--- src/rtl/display_pkg.sv ---
// rtl/display_pkg.sv - shared constants, converter state type and segment decoder
package display_pkg;

  localparam int BIN_W      = 12;
  localparam int BCD_W      = 16;
  localparam int NUM_DIGITS = 4;
  localparam logic [6:0] SEG_BLANK = 7'h7F;

  typedef enum logic [1:0] {IDLE, SHIFT, DONE} conv_state_e;

  // Active-low gfedcba; codes above 9 never occur and show blank.
  function automatic logic [6:0] bcd_to_seg(input logic [3:0] nibble);
    logic [6:0] s;
    case (nibble)
      4'd0:    s = 7'h40;
      4'd1:    s = 7'h79;
      4'd2:    s = 7'h24;
      4'd3:    s = 7'h30;
      4'd4:    s = 7'h19;
      4'd5:    s = 7'h12;
      4'd6:    s = 7'h02;
      4'd7:    s = 7'h78;
      4'd8:    s = 7'h00;
      4'd9:    s = 7'h10;
      default: s = SEG_BLANK;
    endcase
    return s;
  endfunction

endpackage

--- src/rtl/bin2bcd_seq.sv ---
// rtl/bin2bcd_seq.sv - sequential double-dabble converter, one bit per cycle
module bin2bcd_seq
  import display_pkg::*;
(
  input  logic             clk,
  input  logic             rst,
  input  logic             start,
  input  logic [BIN_W-1:0] bin,
  output logic [BCD_W-1:0] bcd,
  output logic             busy,
  output logic             done
);

  conv_state_e      state_q, state_d;
  logic [BIN_W-1:0] shift_bin_q, shift_bin_d;
  logic [BCD_W-1:0] scratch_q, scratch_d;
  logic [BCD_W-1:0] bcd_q, bcd_d;
  logic [BCD_W-1:0] adj;
  logic [3:0]       iter_q, iter_d;

  always_comb begin
    state_d     = state_q;
    shift_bin_d = shift_bin_q;
    scratch_d   = scratch_q;
    bcd_d       = bcd_q;
    iter_d      = iter_q;
    adj         = scratch_q;
    for (int i = 0; i < NUM_DIGITS; i++) begin
      if (scratch_q[4*i +: 4] >= 4'd5) adj[4*i +: 4] = scratch_q[4*i +: 4] + 4'd3;
    end
    case (state_q)
      IDLE: begin
        if (start) begin
          shift_bin_d = bin;
          scratch_d   = '0;
          iter_d      = '0;
          state_d     = SHIFT;
        end
      end
      SHIFT: begin
        {scratch_d, shift_bin_d} = {adj, shift_bin_q} << 1;
        iter_d = iter_q + 4'd1;
        if (iter_q == 4'd11) state_d = DONE;
      end
      DONE: begin
        bcd_d   = scratch_q;
        state_d = IDLE;
      end
      default: state_d = IDLE;
    endcase
  end

  always_ff @(posedge clk) begin
    if (rst) begin
      state_q     <= IDLE;
      shift_bin_q <= '0;
      scratch_q   <= '0;
      bcd_q       <= '0;
      iter_q      <= '0;
    end else begin
      state_q     <= state_d;
      shift_bin_q <= shift_bin_d;
      scratch_q   <= scratch_d;
      bcd_q       <= bcd_d;
      iter_q      <= iter_d;
    end
  end

  assign bcd  = bcd_q;
  assign busy = (state_q != IDLE);
  assign done = (state_q == DONE);

endmodule

--- src/rtl/display_control.sv ---
// rtl/display_control.sv - change-driven BCD conversion and multiplexed 7-segment drive
module display_control
  import display_pkg::*;
#(
  parameter int REFRESH_DIV = 27000
) (
  input  logic        clk,
  input  logic        rst,
  input  logic [11:0] acumulador,
  output logic [15:0] bcd,
  output logic        busy,
  output logic [3:0]  an,
  output logic [6:0]  seg
);

  localparam int CNT_W = $clog2(REFRESH_DIV);
  localparam logic [CNT_W-1:0] CNT_MAX = CNT_W'(REFRESH_DIV - 1);

  logic [BIN_W-1:0] last_val_q, last_val_d;
  logic [BIN_W-1:0] pend_q, pend_d;
  logic [CNT_W-1:0] cnt_q, cnt_d;
  logic [1:0]       idx_q, idx_d;
  logic [3:0]       an_q, an_d;
  logic [6:0]       seg_q, seg_d;
  logic [BCD_W-1:0] bcd_w;
  logic             start, conv_busy, conv_done, blank;
  logic [3:0]       nib;

  bin2bcd_seq u_conv (
    .clk   (clk),
    .rst   (rst),
    .start (start),
    .bin   (acumulador),
    .bcd   (bcd_w),
    .busy  (conv_busy),
    .done  (conv_done)
  );

  always_comb begin
    // last_val only advances on commit, so an input that moved mid-conversion retriggers.
    start      = !conv_busy && (acumulador != last_val_q);
    last_val_d = last_val_q;
    pend_d     = pend_q;
    if (start) pend_d = acumulador;
    if (conv_done) last_val_d = pend_q;

    cnt_d = cnt_q + 1'b1;
    idx_d = idx_q;
    if (cnt_q == CNT_MAX) begin
      cnt_d = '0;
      idx_d = idx_q + 2'd1;
    end

    nib   = bcd_w[4*idx_q +: 4];
    blank = 1'b1;
    for (int i = 0; i < NUM_DIGITS; i++) begin
      if (i >= int'(idx_q) && bcd_w[4*i +: 4] != 4'd0) blank = 1'b0;
    end
    if (idx_q == 2'd0) blank = 1'b0;
    an_d  = ~(4'b0001 << idx_q);
    seg_d = blank ? SEG_BLANK : bcd_to_seg(nib);
  end

  always_ff @(posedge clk) begin
    if (rst) begin
      last_val_q <= '0;
      pend_q     <= '0;
      cnt_q      <= '0;
      idx_q      <= '0;
      an_q       <= 4'b1110;
      seg_q      <= 7'h40;
    end else begin
      last_val_q <= last_val_d;
      pend_q     <= pend_d;
      cnt_q      <= cnt_d;
      idx_q      <= idx_d;
      an_q       <= an_d;
      seg_q      <= seg_d;
    end
  end

  assign bcd  = bcd_w;
  assign busy = conv_busy;
  assign an   = an_q;
  assign seg  = seg_q;

endmodule
--- config.mk ---
export PLATFORM = sky130hd
export DESIGN_NAME = display_control
export DESIGN_NICKNAME = d
export VERILOG_FILES = /design/src/rtl/display_pkg.sv /design/src/rtl/bin2bcd_seq.sv /design/src/rtl/display_control.sv
export SDC_FILE = /design/constraint.sdc
export NUM_CORES = 1
export LEC_CHECK = 0
export CORE_AREA = 2 2 97 99
export DETAILED_ROUTE_END_ITERATION = 10
export DIE_AREA = 0 0 99 101
export PLACE_DENSITY_LB_ADDON = 0.05
export SETUP_SLACK_MARGIN = 0.3
export SYNTH_ARGS = -nofsm -noshare
export SYNTH_HDL_FRONTEND = slang
export SYNTH_HIERARCHICAL = 1
export SYNTH_SLANG_ARGS = --single-unit
--- constraint.sdc ---
create_clock -name clk -period 3.6 [get_ports clk]
set_input_delay 0.54 -clock clk [delete_from_list [all_inputs] [get_ports clk]]
set_output_delay 0.54 -clock clk [all_outputs]
set_load 0.05 [all_outputs]
# Word-level counts from Yosys, hierarchy flattened
# Memory sizes are Yosys's and may differ from the RTL's.
# Cells that the tools add are included.
# word_totals
ff_bits	102
mem_count	1
in_bits	14
romBits	112
out_inout_bits	28
wordCells	73
# op_classes
shifts	2
n_mux	19
n_eq_ne	7
n_addsub	7
order_cmp	7
n_reduce_logical	17
bitwise_logic	1
# memory_table
memory	depth	word_bits	rd	rd_ports_with_merged_regs	write_ports	line_no	text
(no name shown)	16	7	1	0	0	display_pkg.sv:14	case (nibble)
# op_table
cell	count
$pmux 16 s2	1
$pmux 12 s2	1
$ge 4x3->1 const B	4
$mux 16	1
$mux 4	4
$reduce_bool 4->1	4
$shiftx 16x5->4	1
$add 15x1->15 const B	1
$eq 15x15->1 const B	1
$add 4x2->4 const B	3
$mux 12	1
$ne 12x12->1	1
$pmux 4 s2	1
$mux 6	1
$mux 1	5
$add 4x1->4 const B	1
$eq 4x4->1 const B	1
$ge 1x2->1 const A	2
$logic_and 1x1->1	4
$logic_not 2->1	2
$mux 2	2
$not 4->4	1
$pmux 2 s2	1
$reduce_and 2->1	2
12 further kinds	14

# Logic depth before layout (Yosys ltp)
# Gate-level depths: netlist of the first run.
# depth
depth_word	8
depth_mapped	11
mapped_depth_nobuf	7

# By module
# The synthesis of the first run kept the hierarchy.
# by_module_without_submodules
mod	cells_each	area_per_inst_um2	instances	seq_area_each_um2
display_control	311	2827.7	1	1041.0
bin2bcd_seq	284	2457.4	1	1001.0

# Worst setup path after synthesis of the first run
# No wires, ideal clock.
# synth_timing
kind	register -> register
from	register u_conv.state_q[0]
to	register u_conv.shift_bin_q[8]
synth_period_minus_slack_ns	2.588
setup_ns	0.100
slack_ns	1.012
t_arrival_ns	2.489
path_buffers	5
path_stages_with_launch	12
required_time_ns	3.500
cell_sequence	dfxtp_1 -> buf_6 -> buf_2 -> or2_2 -> clkbuf_1 -> clkbuf_1 -> a31oi_1 -> buf_4 -> nor2_1 -> a21oi_1 -> nor2_1 -> a2111oi_4
# synth_between
elab_chain_cells	5
word_cells_on_any_way	9
classes_between	2 x eq/ne; 1 x mux; 6 x reduce/logical
# synth_lines
element	line_no	text
start: declaration	bin2bcd_seq.sv:14	conv_state_e state_q, state_d;
start signal: assignment	bin2bcd_seq.sv:61	state_q <= state_d;
$reduce_bool 2->1	bin2bcd_seq.sv:70	assign busy = (state_q != IDLE);
net busy	display_control.sv:11	output logic busy,
$logic_not 1->1	display_control.sv:41	start = !conv_busy && (acumulador != last_val_q);
$logic_and 1x1->1	display_control.sv:41	
net start	display_control.sv:26	logic start, conv_busy, conv_done, blank;
$ne 2x2->1 (no source line)	-	
$reduce_and 2->1 (no source line)	-	
end signal: assignment	bin2bcd_seq.sv:62	shift_bin_q <= shift_bin_d;
end: declaration	bin2bcd_seq.sv:15	logic [BIN_W-1:0] shift_bin_q, shift_bin_d;
# The timed path passes the listed nets, and every way through them passes these cells.
# A chain may end at the register's enable or synchronous reset.

# Worst setup path in the final report of the first run
# layout_timing
from	register u_conv.state_q[0]
to	output busy
# layout_between
elab_chain_cells	1
# layout_lines
element	line_no
$reduce_bool 2->1	bin2bcd_seq.sv:70
end: declaration	display_control.sv:11
# Every way passes these cells.

==> results.tsv, run 1 <==
metric	value	unit
critical path arrival	2160	ps
post-detail-place hpwl	8150	um
Clk pin slew, worst setup/hold paths	100	ps
initial antenna violation count	0	
Post-synth EDFFs	0	
DR WL/cell	15.8	um
CTS tree	done	
Pint	0.00158	W
Slew HR	0.459	
sequential share of the synthesized area	0.386	
Crit. End Element	output pin	
Initial Utilization	0.589	
Max stage delay cell, worst path	clkdlybuf4s50_1	
Avg Synthesized Cell Area	8.88	um2
number of instances in the placed design	717	
Slew Viols, Final	0	
port bufs	41	
Nets	650	
Filler cells	755	
Clock Latency Late Sink	360	ps
share of total power in sequential cells	0.560	
Cell Area, Synth	5290	um2
gpl congestion	0.852	
GRT Overall Usage	0.241	
vias in the first global route	4166	
Die X	99	um
DR iter-0 viols	241	
cts hold-fix bufs	0	
CP Data Required Time	3060	ps
CTS max path bufs	2	
Synthesized Nets	628	
Hold Crit Class	register to register	
Leak Pwr	2.05	nW
largest net degree at the start of global routing	40	
Setup-failing EPs final	0	
crit path cell chain	buf_4 -> or2_2 -> clkdlybuf4s50_1	
final global-route overflow total	0	
crit path kind	register to output pin	
root buf cell	clkbuf_8	
drc violations	0	
FF+latch count, synth	102	
first-pass GRT wire length	19700	um
synth unique cells	58	
die area	10000	um2
share of layout cells above drive strength 1	0.0868	
crit-path max FO	11	
vias per cell	5.93	
Layout Skew	16.0	ps
unrepaired setup endpoints after global routing	false	
quantity of gates resized following cts	0	
PwrDens	362	nW/um2
crit path launch type	register	
run status	complete, no violations	
Die Ht	101	um
clock share of power	0.343	
Slew @ Worst Pin	809	ps
Fin Hold WS	478	ps
WL final	11600	um
Final Non-Filler Cells	733	
diode count	0	
Boundary Pins	42	
most common flop cell mapped by yosys	dfxtp_1	
DRT Pass-1 Iters	5	
fmax	371	MHz
Final Power	0.00213	W
Tcrit/Tclk final	0.749	
switching power	0.000549	W
maxcap violations	0	
Mapped Cells	595	
Synth top area share	0.386	
minimum clock period	2700	ps
Max IR drop VDD	0.195	mV
Comb pwr share	0.097	
top cells by area, synth	dfxtp_1 (39%), xnor2_1 (4.6%), nor2_1 (4.6%)	
clock sinks	102	
WP buf/inv	2	
post-route ant nets	0	
Num CTS Buffers	9	
synth warn	6	
switching part of the total	0.258	
cell taking the most area after synthesis	dfxtp_1	
# rows	35	
H-tree levels	3	
via count	4346	
Slowest Stage Delay on Critical Path	800	ps
delay-heaviest family, CP	buffers and inverters	
core area	8980	um2
Syn-to-layout area delta	11.2	%
Fin Setup TNS	0	ps
Synth async-reset ratio	0	
postcts setup bufs	0	
Fin. Hold Viols	0	
synthesized netlist by cell type, drive strengths merged, types with 4 or more instances:
library cell,n
nand2b,12
nor2b,21
mux2i,17
dfxtp,102
mux4,5
a2111oi,4
inv,20
nor3,9
clkbuf,14
a211oi,6
xnor2,28
nand4,20
nor2,66
nand3,21
nor4,6
buf,25
a22o,11
xor2,5
nand2,48
nor3b,13
o221a,6
a32oi,12
ha,19
a21oi,48
o21ai,23
cell usage in the layout, fill, tap and decap left out, drive strengths merged, types with 11 or more instances in the layout:
cell           Yosys  layout
a21oi             48      48
a22o              11      11
a32oi             12      12
clkdlybuf4s50      0      40
dfxtp            102     102
ha                19      19
inv               20      23
mux2i             17      17
nand2             48      48
nand2b            12      12
nand3             21      21
nand4             20      20
nor2              66      66
nor2b             21      21
nor3b             13      13
o21ai             23      23
xnor2             28      28
final cells by class:
type	instances	area [um2]	area share
tap	111	139	0.0236
inverter	22	83.8	0.0143
timing repair buffer	50	473	0.0804
sequential	102	2040	0.347
clock inverter	7	78.8	0.0134
multi-input combinational	432	2940	0.500
clock buffer	9	124	0.0211
power groups by stage:
stage | logic (W) | registers, W | clock network [W]
CTS | 0.000205 | 0.00119 | 0.000744
finish | 0.000206 | 0.00119 | 0.000730
global placement | 0.000200 | 0.00122 | 0
global route | 0.000226 | 0.00120 | 0.000794
detailed placement | 0.000204 | 0.00122 | 0
floorplan | 0.000159 | 0.00121 | 0
metrics by stage:
stage | area, um2 | utilization | setup WS [ps]
floorplan | 5290 | - | 1010
global placement | 5680 | 0.632 | 747
detailed placement | 5680 | 0.632 | 640
CTS | 5880 | 0.655 | 899
global route | 5880 | 0.655 | 810
finish | 5880 | 0.655 | 903
state kept, by name (all words and copies together), names as in the netlist:
register and flops:
u_conv/shift_bin_q 12, idx_q 2, u_conv/state_q 2, u_conv/bcd 16
cnt_q 15, pend_q 12, an 4, u_conv/iter_q 4
seg 7, u_conv/scratch_q 16, last_val_q 12
path summary, 6_finish.rpt:
path	startpoint	depth (start not counted)	to	slack (ps)
min	cnt_q[0]$_SDFF_PP0_	1	cnt_q[0]$_SDFF_PP0_	480
max	u_conv/state_q[0]$_SDFFE_PP0P_	3	busy	900
max reg2reg	u_conv/state_q[0]$_SDFFE_PP0P_	10	u_conv/shift_bin_q[6]$_SDFFE_PP0P_	1210
min reg2reg	cnt_q[0]$_SDFF_PP0_	1	cnt_q[0]$_SDFF_PP0_	480
routing by layer:
| layer | GRT usage | vias to the layer above | wire [um] |
|---|---|---|---|
| met5 | 0 | - | 0 |
| met4 | 0.0822 | 0 | 223 |
| met3 | 0.0388 | 20 | 447 |
| met2 | 0.391 | 110 | 5450 |
| met1 | 0.327 | 2063 | 5490 |
| li1 | - | 2153 | - |
cell families after synthesis:
| kind of cell | count (synthesis) | synth area share |
|---|---|---|
| AOI/OAI and AO/OA | 122 | 0.166 |
| xor gates and xnor gates | 33 | 0.0547 |
| adders and majority gates | 19 | 0.0450 |
| buffers and inverters | 61 | 0.0587 |
| DFF | 102 | 0.386 |
| muxes | 22 | 0.0542 |
| and+or+nand+nor | 236 | 0.235 |
No activity file was read; power rests on OpenSTA's default activity.
==> run 2, diff against run 1 <==
--- a/config.mk
+++ b/config.mk
@@ -5,9 +5,9 @@
 export SDC_FILE = /design/constraint.sdc
 export NUM_CORES = 1
 export LEC_CHECK = 0
-export CORE_AREA = 2 2 97 99
+export CORE_AREA = 2 2 103 105
 export DETAILED_ROUTE_END_ITERATION = 10
-export DIE_AREA = 0 0 99 101
+export DIE_AREA = 0 0 105 107
 export PLACE_DENSITY_LB_ADDON = 0.05
 export SETUP_SLACK_MARGIN = 0.3
 export SYNTH_ARGS = -nofsm -noshare
==> constraint.sdc (replaced) <==
create_clock -name clk -period 2.2 [get_ports clk]
set_input_delay 0.33 -clock clk [delete_from_list [all_inputs] [get_ports clk]]
set_output_delay 0.33 -clock clk [all_outputs]
set_load 0.05 [all_outputs]
==> run 2 against run 1 <==
Sequential share of layout area is 2.1 points lower; cell count is 7.1% higher; sequential power is 63% higher; setup slack worse by 560 ps; combinational power is 96% higher; clock skew is 6.0 ps lower; register-to-register slack worse by 800 ps; flip-flop and latch count stayed put; critical path depth is 6 higher.
==> results.tsv, run 2 (same netlist as run 1, synthesis figures left out) <==
metric	value	unit	change
run status	complete, no violations		
Die Ht	107	um	+5.9%
maxcap violations	0		unchanged
crit path launch type	input port		
Fin Hold WS	361	ps	-117 ps
root buf cell	clkbuf_8		
share of layout cells above drive strength 1	0.163		+0.0765
initial antenna violation count	0		unchanged
Crit. End Element	register		
largest net degree at the start of global routing	38		-5.0%
Die X	105	um	+6.1%
Max IR drop VDD	0.293	mV	+51%
PwrDens	572	nW/um2	+58%
H-tree levels	3		unchanged
commonest non-fill, non-tap cells in the layout	dfxtp_1 (99), nor2_1 (64), nand2_1 (47)		
Slew Viols, Final	0		unchanged
Syn-to-layout area delta	18.7	%	
fmax	539	MHz	
DR WL/cell	15.7	um	-0.85%
Fin. Hold Viols	0		unchanged
port bufs	41		unchanged
# rows	37		+5.7%
crit-path max FO	9		-2
vias in the first global route	4164		-0.048%
grt met1 use	0.300		-0.0266
Clk pin slew, worst setup/hold paths	100	ps	about the same
GR peak layer	met2		
GRT Overall Usage	0.221		-0.0192
final global-route overflow total	0		unchanged
setup slack at placement	-41.3	ps	-681 ps
cts hold-fix bufs	0		unchanged
CTS max path bufs	2		unchanged
drc violations	0		unchanged
via count	4475		+3.0%
dpl cell area	5900	um2	+3.9%
WL final	12300	um	+6.2%
Final Non-Filler Cells	785		+7.1%
minimum clock period	1850	ps	
first-pass GRT wire length	20200	um	+2.6%
Hold Crit Class	input port to register		
Slew @ Worst Pin	531	ps	-278 ps
vias per cell	5.70		-3.9%
post-detail-place hpwl	8240	um	+1.1%
post-route ant nets	0		unchanged
Num CTS Buffers	9		unchanged
DRT Pass-1 Iters	5		unchanged
Initial Utilization	0.524		-0.0650
Layout Skew	9.94	ps	-6.02 ps
CTS tree	done		
Fin Setup TNS	0	ps	unchanged
DR iter-0 viols	351		+46%
diode count	0		unchanged
Slew HR	0.646		+0.187
Leak Pwr	2.40	nW	+17%
gpl congestion	0.875		+2.8%
Setup-failing EPs final	0		unchanged
number of instances in the placed design	763		+6.4%
Nets	677		+4.2%
Tcrit/Tclk final	0.843		
commonest non-fill, non-tap cell in the layout	dfxtp_1		
Clock Latency Late Sink	370	ps	about the same
met2 Resource Use GR	0.355		-0.0356
unrepaired setup endpoints after global routing	true		
Boundary Pins	42		unchanged
die area	11200	um2	+12%
crit path kind	input port to register		
clock sinks	102		unchanged
critical path arrival	2130	ps	-30 ps
Final Instance Area	6270	um2	+6.7%
GR Layer Usage met3	0.0347		-0.00418
setup ws final	346	ps	-558 ps
CP Data Required Time	2470	ps	-590 ps
core area	10100	um2	+12%
==> run 2: worst max-delay path, cell delays in order <==
cell and delay (ps):
clkdlybuf4s50_1 430, xnor2_1 220, and4_4 280, a31oi_4 140, buf_8 170, buf_4 170
nor2_1 110, a21oi_1 50, o221a_2 230
==> run 2: path summary, 6_finish.rpt <==
path                                   from                                 end  slack [ps]  cells past startpoint
min reg2reg             cnt_q[0]$_SDFF_PP0_                 cnt_q[0]$_SDFF_PP0_         470                      1
max                           acumulador[5]  u_conv/shift_bin_q[5]$_SDFFE_PP0P_         350                      9
min                                     rst                    an[1]$_SDFF_PP1_         360                      3
max reg2reg  u_conv/state_q[1]$_SDFFE_PP0P_  u_conv/shift_bin_q[1]$_SDFFE_PP0P_         410                      6
==> run 2: power breakdown <==
group          internal (W)  total [W]  switching (W)
sequential          0.00190    0.00194      0.0000404
clock              0.000569    0.00124       0.000676
combinational      0.000180   0.000404       0.000224
total               0.00265    0.00359       0.000940
==> run 2: timing repair <==
item                       in CTS  in global routing
resized for setup              17                 38
pin swaps                       0                 10
setup endpoints to repair      21                 28
setup buffers                   0                  5
gates cloned                    0                  1
==> run 2: final cells by class <==
| class | instances | area [um2] |
|---|---|---|
| Timing Repair Buffer | 76 | 693 |
| Clock inverter | 5 | 63.8 |
| Multi-Input combinational cell | 433 | 3070 |
| Tap cell | 136 | 170 |
| Fill cell | 913 | 3820 |
| Sequential cell | 102 | 2050 |
| Inverter | 22 | 83.8 |
| Clock buffer | 11 | 141 |
==> run 2: through the flow <==
stage,utilization,total power [W]
floorplan,-,0.00225
global placement,0.585,0.00235
detailed placement,0.585,0.00236
CTS,0.603,0.00359
global route,0.621,0.00375
finish,0.621,0.00359
==> run 2: per-layer routing <==
layer,vias up,part of all wire
met5,-,0
met1,2125,0.47
met3,17,0.042
met4,0,0.017
li1,2204,-
met2,129,0.47
